$ cat src/rtl/lut_func_unit.sv
`timescale 1ns/1ps
// Programmable N_IN-in / N_OUT-out truth-table function unit with a serial table-load port.
// Latency: 1 cycle from input accept to registered result; full throughput.
// Backpressure: in_ready drops while the result is stalled or a table load/commit is in progress.
module lut_func_unit #(
    parameter int N_IN  = 3,
    parameter int N_OUT = 1,
    parameter logic [(2**N_IN)*N_OUT-1:0] DEFAULT_TT = 'h31
) (
    input  logic             clk,
    input  logic             reset,
    input  logic             in_valid,
    output logic             in_ready,
    input  logic [N_IN-1:0]  in_data,
    output logic             out_valid,
    input  logic             out_ready,
    output logic [N_OUT-1:0] out_data,
    input  logic             cfg_start,
    input  logic             cfg_bit_vld,
    input  logic             cfg_bit,
    output logic             cfg_busy,
    output logic             cfg_done
);
    localparam int D  = 2**N_IN;
    localparam int W  = D * N_OUT;
    localparam int CW = $clog2(W + 1);

    typedef enum logic [1:0] {
        ST_RUN    = 2'd0,
        ST_LOAD   = 2'd1,
        ST_COMMIT = 2'd2
    } state_t;

    state_t                  state_q, state_d;
    // Row i of the table is the N_OUT-bit result for input vector i (flat bit i*N_OUT+j).
    logic [D-1:0][N_OUT-1:0] table_q, table_d;
    logic [W-1:0]            shadow_q, shadow_d;
    logic [CW-1:0]           count_q, count_d;
    logic                    out_valid_q, out_valid_d;
    logic [N_OUT-1:0]        out_data_q, out_data_d;
    logic                    accept;

    // Inputs are only taken in RUN and only when the output slot is free or draining now.
    assign in_ready  = !reset && (state_q == ST_RUN) && (!out_valid_q || out_ready);
    assign accept    = in_valid && in_ready;
    assign out_valid = out_valid_q;
    assign out_data  = out_data_q;
    assign cfg_busy  = (state_q != ST_RUN);
    assign cfg_done  = (state_q == ST_COMMIT);

    // Output slot: load on accept (uses the currently active table), clear once drained.
    always_comb begin
        out_valid_d = out_valid_q;
        out_data_d  = out_data_q;
        if (accept) begin
            out_valid_d = 1'b1;
            out_data_d  = table_q[in_data];
        end else if (out_ready) begin
            out_valid_d = 1'b0;
        end
    end

    // Table-load sequencer: shift bits LSB-first into the shadow, swap it in for one COMMIT cycle.
    always_comb begin
        state_d  = state_q;
        table_d  = table_q;
        shadow_d = shadow_q;
        count_d  = count_q;
        case (state_q)
            ST_RUN: begin
                if (cfg_start) begin
                    state_d  = ST_LOAD;
                    shadow_d = '0;
                    count_d  = '0;
                end
            end
            ST_LOAD: begin
                // A restart takes priority over any bit presented in the same cycle.
                if (cfg_start) begin
                    shadow_d = '0;
                    count_d  = '0;
                end else if (cfg_bit_vld) begin
                    shadow_d = {cfg_bit, shadow_q[W-1:1]};
                    count_d  = count_q + 1'b1;
                    if (count_q == CW'(W - 1)) begin
                        state_d = ST_COMMIT;
                    end
                end
            end
            ST_COMMIT: begin
                table_d = shadow_q;
                count_d = '0;
                state_d = ST_RUN;
            end
            default: begin
                state_d = ST_RUN;
            end
        endcase
    end

    // State registers; reset restores the legacy function and drops any partial load.
    always_ff @(posedge clk or posedge reset) begin
        if (reset) begin
            state_q     <= ST_RUN;
            table_q     <= DEFAULT_TT;
            shadow_q    <= '0;
            count_q     <= '0;
            out_valid_q <= 1'b0;
            out_data_q  <= '0;
        end else begin
            state_q     <= state_d;
            table_q     <= table_d;
            shadow_q    <= shadow_d;
            count_q     <= count_d;
            out_valid_q <= out_valid_d;
            out_data_q  <= out_data_d;
        end
    end
endmodule

$ cat config.mk
export PLATFORM = sky130hd
export DESIGN_NAME = lut_func_unit
export DESIGN_NICKNAME = d
export VERILOG_FILES = /design/src/rtl/lut_func_unit.sv
export SDC_FILE = /design/constraint.sdc
export NUM_CORES = 1
export LEC_CHECK = 0
export CAP_MARGIN = 0
export CORE_AREA = 2 2 50 52
export CTS_BUF_LIST = sky130_fd_sc_hd__clkbuf_4 sky130_fd_sc_hd__clkbuf_8
export CTS_CLUSTER_SIZE = 24
export DETAILED_ROUTE_END_ITERATION = 7
export DIE_AREA = 0 0 52 54
export PLACE_DENSITY_LB_ADDON = 0.05
export SETUP_SLACK_MARGIN = 0.4
export SYNTH_ARGS = -nofsm -noshare
export SYNTH_HDL_FRONTEND = slang
export SYNTH_SLANG_ARGS = --single-unit
export TNS_END_PERCENT = 20
$ cat constraint.sdc
create_clock -name clk -period 1.4 [get_ports clk]
set_input_delay 0.14 -clock clk [delete_from_list [all_inputs] [get_ports clk]]
set_output_delay 0.14 -clock clk [all_outputs]
set_load 0.02 [all_outputs]
# ---- Word-level counts from Yosys, hierarchy flattened
# Index checks and enable logic that the tools add are counted.
dict set report classes {
  n_addsub 1
  order_cmp 1
  eq_ne 8
  n_mux 17
  n_reduce_logical 14
}
# cell n
set op_table {}
lappend op_table {{$mux 8} 3}
lappend op_table {{$pmux 8 s2} 1}
lappend op_table {{$mux 4} 3}
lappend op_table {{$pmux 4 s3} 1}
lappend op_table {{$mux 2} 4}
lappend op_table {{$ne 2x2->1 const B} 4}
lappend op_table {{$reduce_and 3->1} 2}
lappend op_table {{$reduce_bool 2->1} 3}
lappend op_table {{$add 4x1->4 const B} 1}
lappend op_table {{$eq 4x3->1 const B} 1}
lappend op_table {{$lt 3x4->1 const B} 1}
lappend op_table {{$pmux 2 s2} 1}
lappend op_table {{$reduce_and 4->1} 1}
lappend op_table {{$bmux 1 s3} 1}
lappend op_table {{$logic_and 1x1->1} 3}
lappend op_table {{$mux 1} 3}
lappend op_table {{$ne 3x3->1 const B} 1}
lappend op_table {{$reduce_bool 3->1} 1}
lappend op_table {{$eq 2x1->1 const B} 1}
lappend op_table {{$eq 2x2->1 const B} 1}
lappend op_table {{$logic_not 1->1} 2}
lappend op_table {{$logic_not 2->1} 1}
lappend op_table {{$logic_or 1x1->1} 1}
dict set report word_totals {
  ff_bits 24
  in_bits 10
  out_inout_bits 5
  elab_cells 54
}

# ---- Depth between registers and ports, before layout
dict set report logic_depth {
  ltp_word 5
  mapped_depth 5
  ltp_nobuf 4
}

# ---- Worst setup path after synthesis
# Ideal clock, no wire load.
dict set report synth_path {
  path_kind {register -> register}
  startpoint {register table_q[5] (netlist bit)}
  endpoint {register out_data_q, in the netlist out_data}
  setup_time_ps 79
  arrival_time_ps 1106
  required_ps 1321
  path_slack_ps 214
  stages_incl_launch_ff 4
  path_buffers 0
  period_less_slack_ps 1186
  cell_sequence {dfstp_2 mux2i_1 mux4_2 mux2i_1}
}
dict set report synth_via {
  elab_chain_len 2
}
# element line_no
set synth_rtl {}
lappend synth_rtl {{from (decl)} 36} ;# logic [D-1:0][N_OUT-1:0] table_q, table_d;
lappend synth_rtl {{from (signal assigned)} 112} ;# table_q <= table_d;
lappend synth_rtl {{$bmux 1 s3} 57} ;# out_data_d = table_q[in_data];
lappend synth_rtl {{$mux 1 (implied by the code)} 57}
lappend synth_rtl {{to (signal assigned)} 116} ;# out_data_q <= out_data_d;
lappend synth_rtl {{to (decl)} 40} ;# logic [N_OUT-1:0] out_data_q, out_data_d;
# No other way between the ends. The select of a mux whose other input is x is not followed.
# A chain may end at the register's enable or synchronous reset.

# ---- Worst setup path in the final report
dict set report layout_path {
  startpoint {register state_q[0]}
  endpoint {output port in_ready}
}
dict set report layout_via {
  elab_chain_len 3
}
# element line_no
set layout_rtl {}
lappend layout_rtl {{from (decl)} 34} ;# state_t state_q, state_d;
lappend layout_rtl {{from (signal assigned)} 111} ;# state_q <= state_d;
lappend layout_rtl {{$logic_not 2->1} 44} ;# assign in_ready = !reset && (state_q == ST_RUN) && (!out_valid_q || out_ready);
lappend layout_rtl {{$logic_and 1x1->1 (2 in series)} 44}
lappend layout_rtl {{to (decl)} 13} ;# output logic in_ready,
# No other way between the ends.

==> results.md <==
* Status: finished, violations left
* Failing checks: setup timing
* Synth area leader: dfrtp_1
* RR Endpoint: shadow_q[0]
* Most common cell after layout, fill and taps aside: dfrtp_1
* CTS max path bufs at 2
* Area Overhead vs Synth at 52.17%
* Slew Limit Fails at 0
* CP Data Required Time at 1.26 ns
* Syn. warnings at 0
* GRT Total Usage at 17.86%
* TritonCTS clock tree: yes
* First-iteration detailed-routing DRC count at 6
* Nets at 137
* Worst vdd ir at 774.7 uV
* R2r startpoint: state_q[0]
* Synthesized cell area at 1122 um^2
* Yosys reg bits at 24
* Core area at 2320 um^2
* Boundary pin count at 15
* Count of final setup violators at 2
* Largest net degree at the start of global routing at 16
* Lkg Pwr at 0.7768 nW
* DIE WIDTH at 52 um
* Setup crit start kind: flip-flop
* Most frequent cells in the layout: dfrtp_1, buf_4, mux2_4, clkdlybuf4s50_1
* H-tree depth at 1
* Average size of a mapped cell at 11.94 um^2
* Post-Layout Cell Count at 155
* Worst-margin pin slew at 0.3828 ns
* Crit-path max FO at 2
* Antenna violations before repair at 0
* Clock-pin transition on the worst setup and hold timing paths at 0.13 ns
* DIE AREA at 2808 um^2
* Die Y-Extent at 54 um
* Period utilisation layout at 101.2%
* F_max at 705.9 MHz
* Synth unique cells at 32
* Relative slew margins at 74.46%
* CP arrival at 1.28 ns
* Reg2Reg Setup Slack at 0.02 ns
* Setup CP Type: reg2out
* Vias in the first global route at 807
* Residual DRC at 0
* Fraction of layout instances using a drive strength above 1 at 55.20%
* Synth area leaders: dfrtp_1, mux2_2, dfstp_2, a22o_1, mux2i_1
* Sink Count at 24
* Fin crit period at 1.417 ns
* Routed length per instance at 16.28 um
* Final number of hold-violating endpoints at 0
* Total CTS buffers at 3
* DR pass1 iterations at 4
* Critical path capture point type: output pin
* GRT overflow at 0
* Total Wirelength at 2.523 mm
* Final WS setup at -0.01657 ns
* FP Rows at 18
* Via count at 876
* RSZ-0062 raised after global routing: yes
* Total design power at 1.358 mW
* Via/cell ratio at 5.652
* Initial Util at 48.38%
* Clock skew at 0.004787 ns
* Dpl cells at 146
* Cts hold-fix bufs at 0
* Post-synth top area share at 46.82%
* Antenna cells at 0
* Max-cap viol count at 0
* HP Class: in2async
* Hpwl dp at 1.600 mm
* Clk_lat worst skew at 0.32 ns
* Mapped Cells at 94
* Clk root buf: clkbuf_4
* RD Place Congestion at 0.7357
* Depth of the most critical reg-to-reg path at 5
* Port Buffers at 14
* Mapped Nets at 105
* P per Cell Area at 794.9 nW/um^2
* Post-synthesis sequential area ratio at 53.85%
* First-pass GRT wire length at 3.588 mm
* Post-DRT Antenna Nets at 0
-- metrics by stage --
step                util [%]  area [um^2]  hold WS [ns]  worst slack [ns]  setup TNS, ns
floorplan                  -         1162        0.1524            0.2143              0
global placement       60.14         1395        0.4751           -0.2197         -1.111
detailed placement     60.14         1395        0.4749           -0.2452         -1.247
CTS                    64.13         1488        0.1389          0.001020              0
global route           73.62         1708        0.1936          -0.06059        -0.1039
finish                 73.62         1708        0.1639          -0.01657       -0.03142
-- state kept, by name (all words and copies together) (netlist names) --
signal and cells:
out_data 1, table_q 8, state_q 2, count_q 4, shadow_q 8, out_valid 1
-- final cells by class --
| type | instances | area (um^2) |
|---|---|---|
| repair buffers | 33 | 341.6 |
| clock buffers | 3 | 22.52 |
| flip-flops and latches | 24 | 608.1 |
| inverters | 4 | 25.02 |
| fillers | 159 | 611.8 |
| multi-input cells | 60 | 643.1 |
| well taps | 30 | 37.54 |
| clock inverters | 1 | 30.03 |
-- kinds of logic (layout without fill, tap and decap cells) --
logic type | Yosys count | in the layout | share of synthesized area [%]
AOI/OAI and AO/OA | 19 | 19 | 12.49
adders and majority gates | 1 | 1 | 1.115
buffers and inverters | 10 | 41 | 4.459
DFF | 24 | 24 | 53.85
muxes | 14 | 14 | 14.49
and+or+nand+nor | 26 | 26 | 13.60
-- critical path, stage by stage, from the launching register on --
cell,delay [ns]
dfrtp_1,0.44
nor3_2,0.23
and2_4,0.18
buf_6,0.11
-- routing by layer --
| layer | wire, um | global-route usage (%) | up-vias |
|---|---|---|---|
| met5 | 0 | 0 | - |
| met4 | 73 | 10.53 | 0 |
| met3 | 61 | 1.667 | 7 |
| met2 | 1368 | 30.80 | 17 |
| met1 | 1020 | 21.81 | 444 |
| li1 | - | - | 408 |
-- synth_stat cells --
library cell and count:
nor3_1 2, dfrtp_1 21, nand2_1 5, nand2b_1 1, mux2i_1 5, buf_6 1, and2_1 1, nor2_1 3
nand2_2 1, nor3_2 1, nor2b_1 1, and4b_1 1, nor4bb_1 1, clkbuf_1 1, mux4_2 1, buf_2 4
or3_1 1, inv_1 4, nand4b_1 1, nand4_1 1, a32oi_1 2, mux2_2 8, o21ai_0 3, or2_2 1
a22o_1 7, nand3_1 3, dfstp_2 3, a21oi_1 4, ha_1 1, or2_0 1, o2bb2ai_1 3, nor4b_1 1
-- where the power goes --
group | internal [mW] | total [mW] | switching [mW]
Combinational | 0.0755 | 0.137 | 0.0612
Sequential | 0.706 | 0.722 | 0.0162
Clock | 0.290 | 0.499 | 0.209
-- worst max path at each step --
| stage | start | to | slack [ns] | cells after the start |
|---|---|---|---|---|
| CTS | state_q[0] | cfg_busy | 0.001 | 3 |
| floorplan | table_q[5] | out_data | 0.21 | 3 |
| finish | state_q[0] | in_ready | -0.02 | 3 |
| global placement | reset | in_ready | -0.22 | 4 |
| detailed placement | reset | in_ready | -0.25 | 4 |
| global route | state_q[0] | in_ready | -0.06 | 3 |
-- timing repair --
item                                   in CTS  in global routing
gates cloned                                0                  1
pin swaps                                   2                 18
endpoints found under the hold margin       0                  0
setup endpoints to repair                  28                 29
gates resized for setup                    28                 55
buffers inserted                            2                  2
Power figures use the tool's default switching activity.
